## src/rtl/univ_shift_reg.sv

```systemverilog
// Universal shift/count register. It can load, shift, rotate, increment and
// decrement. Shifts and rotates by more than one bit run over several cycles
// under a start/busy/done handshake.
module univ_shift_reg #(
  parameter int unsigned WIDTH = 8,
  parameter int unsigned CNT_W = 4
) (
  input  logic             clk,
  input  logic             rst,
  input  logic             start_i,
  input  logic [2:0]       mode_i,
  input  logic [WIDTH-1:0] din_i,
  input  logic [CNT_W-1:0] amt_i,
  input  logic             sin_i,
  output logic [WIDTH-1:0] dout_o,
  output logic             busy_o,
  output logic             done_o,
  output logic             zero_o,
  output logic             carry_o
);

  localparam logic [2:0] MODE_HOLD = 3'd0;
  localparam logic [2:0] MODE_LOAD = 3'd1;
  localparam logic [2:0] MODE_SHL  = 3'd2;
  localparam logic [2:0] MODE_SHR  = 3'd3;
  localparam logic [2:0] MODE_ROL  = 3'd4;
  localparam logic [2:0] MODE_ROR  = 3'd5;
  localparam logic [2:0] MODE_INC  = 3'd6;
  localparam logic [2:0] MODE_DEC  = 3'd7;

  typedef enum logic [0:0] {
    ST_IDLE  = 1'b0,
    ST_SHIFT = 1'b1
  } state_e;

  state_e           state_q;
  logic [WIDTH-1:0] dout_q;
  logic             carry_q;
  logic             done_q;
  logic [CNT_W-1:0] cnt_q;
  logic [2:0]       mode_q;

  logic [2:0]       step_mode;
  logic [WIDTH-1:0] dout_d;
  logic             carry_d;
  logic             is_shift_mode;

  // Modes 2..5 are the shift/rotate family, which honours the amount input.
  assign is_shift_mode = (mode_i == MODE_SHL) || (mode_i == MODE_SHR) ||
                         (mode_i == MODE_ROL) || (mode_i == MODE_ROR);

  // One-step datapath: while idle it uses the incoming mode, while shifting
  // it uses the mode latched at accept.
  always_comb begin
    step_mode = (state_q == ST_IDLE) ? mode_i : mode_q;
    dout_d    = dout_q;
    carry_d   = carry_q;
    case (step_mode)
      MODE_HOLD: begin
        dout_d  = dout_q;
        carry_d = carry_q;
      end
      MODE_LOAD: begin
        dout_d  = din_i;
        carry_d = 1'b0;
      end
      MODE_SHL: begin
        dout_d  = {dout_q[WIDTH-2:0], sin_i};
        carry_d = dout_q[WIDTH-1];
      end
      MODE_SHR: begin
        dout_d  = {sin_i, dout_q[WIDTH-1:1]};
        carry_d = dout_q[0];
      end
      MODE_ROL: begin
        dout_d  = {dout_q[WIDTH-2:0], dout_q[WIDTH-1]};
        carry_d = dout_q[WIDTH-1];
      end
      MODE_ROR: begin
        dout_d  = {dout_q[0], dout_q[WIDTH-1:1]};
        carry_d = dout_q[0];
      end
      MODE_INC: begin
        dout_d  = dout_q + WIDTH'(1);
        carry_d = &dout_q;
      end
      MODE_DEC: begin
        dout_d  = dout_q - WIDTH'(1);
        carry_d = ~|dout_q;
      end
      default: begin
        dout_d  = dout_q;
        carry_d = carry_q;
      end
    endcase
  end

  // Control FSM and registered datapath state. Reset wins over everything.
  always_ff @(posedge clk) begin
    if (rst) begin
      state_q <= ST_IDLE;
      dout_q  <= '0;
      carry_q <= 1'b0;
      done_q  <= 1'b0;
      cnt_q   <= '0;
      mode_q  <= MODE_HOLD;
    end else begin
      done_q <= 1'b0;
      case (state_q)
        ST_IDLE: begin
          if (start_i) begin
            mode_q <= mode_i;
            if (is_shift_mode && (amt_i == '0)) begin
              // A zero-length shift is a no-op that still completes.
              done_q <= 1'b1;
            end else begin
              dout_q  <= dout_d;
              carry_q <= carry_d;
              if (is_shift_mode && (amt_i > CNT_W'(1))) begin
                state_q <= ST_SHIFT;
                cnt_q   <= amt_i - CNT_W'(1);
              end else begin
                done_q <= 1'b1;
              end
            end
          end
        end
        ST_SHIFT: begin
          dout_q  <= dout_d;
          carry_q <= carry_d;
          cnt_q   <= cnt_q - CNT_W'(1);
          if (cnt_q == CNT_W'(1)) begin
            state_q <= ST_IDLE;
            done_q  <= 1'b1;
          end
        end
        default: state_q <= ST_IDLE;
      endcase
    end
  end

  assign dout_o  = dout_q;
  assign busy_o  = (state_q == ST_SHIFT);
  assign done_o  = done_q;
  assign carry_o = carry_q;
  assign zero_o  = (dout_q == '0);

endmodule

```

## config.mk

```make
export PLATFORM = sky130hd
export DESIGN_NAME = univ_shift_reg
export DESIGN_NICKNAME = d
export VERILOG_FILES = /design/src/rtl/univ_shift_reg.sv
export SDC_FILE = /design/constraint.sdc
export NUM_CORES = 1
export LEC_CHECK = 0
export CAP_MARGIN = 20
export CELL_PAD_IN_SITES_DETAIL_PLACEMENT = 0
export CELL_PAD_IN_SITES_GLOBAL_PLACEMENT = 1
export CORE_MARGIN = 4
export CORE_UTILIZATION = 52
export CTS_BUF_LIST = sky130_fd_sc_hd__clkbuf_4 sky130_fd_sc_hd__clkbuf_8
export DETAILED_ROUTE_END_ITERATION = 12
export DONT_BUFFER_PORTS = 1
export PLACE_DENSITY_LB_ADDON = 0.1
export SETUP_SLACK_MARGIN = 0.15
export SYNTH_ARGS = -nofsm -noshare
export SYNTH_HDL_FRONTEND = slang
export SYNTH_SLANG_ARGS = --single-unit
```

## constraint.sdc

```tcl
create_clock -name clk -period 6.8 [get_ports clk]
set_input_delay 1.36 -clock clk [delete_from_list [all_inputs] [get_ports clk]]
set_output_delay 1.36 -clock clk [all_outputs]
set_load 0.01 [all_outputs]
```

# --- After elaboration in Yosys (flattened, before gate mapping) ---
# Cells that the tools add are included.
word_totals:
  reg_bits: 18
  out_inout_bits: 12
  word_cells: 66
classes:
  addsub: 4
  order_cmp: 1
  n_eq_ne: 15
  muxes: 23
  n_bitwise: 1
  n_reduce_logical: 16
op_table:
  columns: ["op", "count"]
  rows:
  - ["one-hot mux 8 bit (8 select lines)", 1]
  - ["equality test 3 bit (second input constant)", 6]
  - ["two-way mux 8 bit", 2]
  - ["one-hot mux 8 bit (2 select lines)", 1]
  - ["equality test 3 x 2 -> 1 bit (second input constant)", 4]
  - ["two-way mux 4 bit", 3]
  - ["two-way mux 1 bit", 10]
  - ["adder 8 x 1 -> 8 bit (second input constant)", 1]
  - ["logical NOT 8 bit", 1]
  - ["one-hot mux 4 bit (2 select lines)", 1]
  - ["AND reduction 8 bit", 1]
  - ["OR reduction 8 bit", 1]
  - ["subtractor 4 x 1 -> 4 bit (second input constant)", 2]
  - ["subtractor 8 x 1 -> 8 bit (second input constant)", 1]
  - ["one-hot mux 1 bit (2 select lines)", 3]
  - ["one-hot mux 1 bit (6 select lines)", 1]
  - ["equality test 4 x 1 -> 1 bit (second input constant)", 1]
  - ["greater-than comparator 4 x 1 -> 1 bit (second input constant)", 1]
  - ["logical NOT 4 bit", 1]
  - ["inequality test 2 bit (second input constant)", 2]
  - ["AND reduction 2 bit", 2]
  - ["OR reduction 2 bit", 2]
  - ["equality test 3 x 1 -> 1 bit (second input constant)", 1]
  - ["logical NOT 3 bit", 1]
  - ["other kinds (7)", 10]

# --- Longest topological paths before layout ---
depth:
  depth_word: 9
  ltp_mapped: 11
  ltp_nobuf: 9

# --- Worst setup path before layout ---
# Ideal clock, no wire load.
synth_path:
  path_type: "input port to flip-flop"
  startpoint: "input mode_i[1]"
  endpoint: "register dout_q[5], in the netlist dout_o[5]"
  setup_time_ps: 120
  arrival_time_ps: 3714
  setup_slack_ps: 2967
  path_stages: 11
  cell_sequence: "buf_2 nand3b_1 and2_1 clkbuf_1 nor2_1 ha_1 and2_1 a221oi_1 a21oi_1 o211a_1 a211o_1"
synth_between:
  elab_chain_cells: 7
  word_cells_on_any_way: 23
  classes_between: "eq/ne: 12; mux: 5; reduce/logical: 6"
synth_lines:
  columns: ["item", "line_no", "rtl"]
  rows:
  - ["start, declared", "11", "input logic [2:0] mode_i,"]
  - ["branches (longest 7 deep; another with one-hot mux 8 bit (8 select lines))", null, null]
  - ["end signal, assigned", "117", "dout_q <= dout_d;"]
  - ["end signal, assigned", "129", "dout_q <= dout_d;"]
  - ["end, declared", "37", "logic [WIDTH-1:0] dout_q;"]
# Parallel ways; which one is timed is not known. The select of a mux whose other input is x is not followed.
# A chain may end at the register's enable or synchronous reset.

# --- Worst setup path in the final report ---
layout_path:
  startpoint: "register state_q, in the netlist busy_o"
  endpoint: "register dout_q[5], in the netlist dout_o[5]"
layout_between:
  elab_chain_cells: 6
  word_cells_on_any_way: 17
  classes_between: "eq/ne: 9; mux: 5; bitwise: 1; reduce/logical: 2"
layout_lines:
  columns: ["item", "line_no", "rtl"]
  rows:
  - ["start, declared", "36", "state_e state_q;"]
  - ["start signal, assigned", "101", "state_q <= ST_IDLE;"]
  - ["start signal, assigned", "120", "state_q <= ST_SHIFT;"]
  - ["start signal, assigned", "133", "state_q <= ST_IDLE;"]
  - ["two-way mux 3 bit", "55", "step_mode = (state_q == ST_IDLE) ? mode_i : mode_q;"]
  - ["equality test 3 bit (tied with other cells)", "58", "case (step_mode)"]
  - ["one-hot mux 8 bit (8 select lines)", "58", null]
  - ["two-way mux 8 bit", "113", "if (is_shift_mode && (amt_i == '0)) begin"]
  - ["two-way mux 8 bit", "111", "if (start_i) begin"]
  - ["one-hot mux 8 bit (2 select lines)", "109", "case (state_q)"]
# Parallel ways exist; a longest one is shown, timed or not. The select of a mux whose other input is x is not followed.

==> results.yml <==
placement:
  port-buffer-count: 0
  hpwlAfterDp_um: 3052
  routabilityCongestion: 0.8965
  dpl-instance-area_um2: 1565
final_layout:
  postLayoutCoreUtil_pct: 56.13
  multi_input_area_um2: 1147
  area_delta_synth_final_pct: 0.1577
  drive_gt1_share_pct: 4.324
  register_area_um2: 360.3
  antennaDiodeCount: 0
  design_area_um2: 1588
  nFillCells: 278
  finalNetCount: 218
yosys:
  syn_nets: 224
  netlist_area_um2: 1585
  syn_area_per_cell_um2: 8.214
  synth_edf_count: 0
  synth_common_cells: "18 x dfxtp_1, 18 x nand2_1, 16 x nor2_1"
  synthTopCellsByArea: "dfxtp_1 23%, ha_1 8.7%, mux2i_1 6.3%, a211oi_1 4.3%, nand2_1 4.3%"
  synth_cells: 193
  yosysTopAreaCellShare_pct: 22.73
  synth_cell_types: 56
  ys.warnings.count: 0
  synth_top_cell_by_area: "dfxtp_1"
  ys_async_sr_fraction_pct: 0
  ys_ff_latch: 18
  synth_ff_type: "dfxtp_1"
  yosysSeqAreaShare_pct: 22.73
worst_setup_path:
  critical_path.startpoint_type: "flop"
  ff2ff_path_depth: 8
  reg2reg_from: "busy_o"
  criticalPathCategory: "reg2reg"
  cp_data_required_time_ns: 6.99
  critical_path_arrival_ns: 3.90
  critPathCaptureType: "flop"
  crit_start: "busy_o"
  crit_path_max_fanout: 27
clock_network:
  clock_latency_ns: 0.29
  cts_tree: "yes"
  cts_buffers: 3
  cts_htree_levels: 1
  clk_path_buf_depth: 2
  ctsHoldBuffers: 0
  path_clk_slew_ns: 0.10
  cts_setup_buffers: 0
  clock_tree.root_cell: "clkbuf_4"
  cts_resized: 0
  cts_sinks: 18
route:
  wl_um: 3991
  drt_first_pass_iters: 5
  wire_per_inst_um: 18.48
  drc: 0
  final_antenna_net_count: 0
  viasPerCell: 6.648
  vias: 1436
  drt_iter0_drc: 87
grt:
  grt_pass1_wl_um: 6555
  grt_pass1_vias: 1418
  grt_max_degree: 28
  grtUsageTotal_pct: 19.94
  overflow: 0
  antenna_found_initial: 0
floorplanning:
  core_area_um2: 2829
  num_io_pins: 31
  initial_utilization_pct: 56.04
  die_area_um2: 3996
  rows: 19
  die_w_um: 63.22
  die_height_um: 63.22
timing:
  finalHoldViolCount: 0
  setup_viol: 0
  rsz0062_at_grt: "no"
  tightest_slew_ns: 1.015
  max_freq_mhz: 269.9
  drv_slew: 0
  fin_hold_ws_ns: 0.5531
  finalCritPeriodShare_pct: 54.49
  maxSlewHeadroom_pct: 32.26
  period_needed_ns: 3.705
  tns_ns: 0
  finClkSkew_ns: 0.001591
min_path:
  hold_path.class: "reg2reg"
  hold_start: "mode_q[0]"
  hold_path_depth: 2
run_status:
  status: "complete, no violations"
power:
  p_per_area_nw_per_um2: 198.4
  power.internal_w: 0.0001907
  switching_share_pct: 39.47
  p_comb_share_pct: 35.5
  max-vdd-ir-drop_uv: 92.18
  p_total_w: 0.0003151
  p_sw_w: 0.0001243
  seq_power_share_pct: 47.3
  pwr-share-clk_pct: 17.2
  p_leak_nw: 0.6526
flow_run:
  drv_cap: 0
worst max-delay path, stage by stage, from the launching register on:
cell,delay [ns]
dfxtp_1,1.01
mux2i_1,0.42
nor2_1,0.60
ha_1,0.39
and2_1,0.19
a221oi_1,0.39
a21oi_1,0.12
o211a_1,0.24
a211o_1,0.25
power groups by stage:
stage | Combinational (W) | Sequential, W | Clock [W]
floorplan | 0.000102 | 0.000138 | 0
global placement | 0.000107 | 0.000151 | 0
detailed placement | 0.000110 | 0.000151 | 0
CTS | 0.000111 | 0.000149 | 0.0000556
global route | 0.000125 | 0.000151 | 0.0000611
finish | 0.000112 | 0.000149 | 0.0000541
per-stage QoR:
stage | setup WS, ns | instances
global route | 2.805 | 216
finish | 3.095 | 216
detailed placement | 2.920 | 213
CTS | 3.148 | 216
global placement | 3.029 | 213
floorplan | 2.967 | 193
cell type report:
| type | count | area share (%) |
|---|---|---|
| Inverter | 5 | 1.182 |
| Sequential cell | 18 | 22.70 |
| Multi-Input combinational cell | 159 | 72.26 |
| Clock buffer | 3 | 1.418 |
| Tap cell | 31 | 2.443 |
routing by layer:
metal	routed length (um)	part of all wire [%]	global-route usage, %
met4	56	1.4	5.930
met2	1945	49	35.84
met1	1726	43	23.17
met3	262	6.6	4.973
met5	0	0	0
flip-flops by register name, summed over array words and instances, names as in the netlist:
| signal | count |
|---|---|
| mode_q | 3 |
| done_o | 1 |
| busy_o | 1 |
| cnt_q | 4 |
| carry_o | 1 |
| dout_o | 8 |
path summary, 6_finish.rpt:
| path | endpoint | slack (ns) |
|---|---|---|
| worst min register to register | mode_q[0] | 0.55 |
| worst min-delay path | mode_q[0] | 0.55 |
| worst max register to register | dout_o[5] | 3.09 |
| worst max-delay path | dout_o[5] | 3.09 |
kinds of logic (layout without fill, tap and decap cells):
logic type      Yosys count  after routing  share of synthesized area [%]
compound gates           63             63                          30.31
xor+xnor                  8              8                          4.419
fa+ha+maj                12             12                          9.945
buf+inv                  16              8                          4.893
flops                    18             18                          22.73
mux                      11             11                          7.261
simple gates             65             65                          20.44
layout by cell type, fill, tap and decap left out, types with 2 or more instances in the layout:
cell / instances
nand3_1: 3
a211oi_1: 9
a211o_1: 2
o21ai_0: 5
a221oi_1: 4
nor3_1: 8
o31ai_1: 3
o22ai_1: 2
xnor2_1: 4
a2bb2oi_1: 2
ha_1: 11
a21o_1: 4
nand4_1: 2
nand2_1: 18
or4_1: 2
inv_1: 5
nor3b_1: 2
mux2i_1: 10
a21oi_1: 12
o21ai_1: 2
clkbuf_4: 3
nor2b_1: 3
dfxtp_1: 18
xor2_1: 4
and3_1: 2
nor2_1: 16
and2_1: 4
No activity file was read; power rests on OpenSTA's default activity.
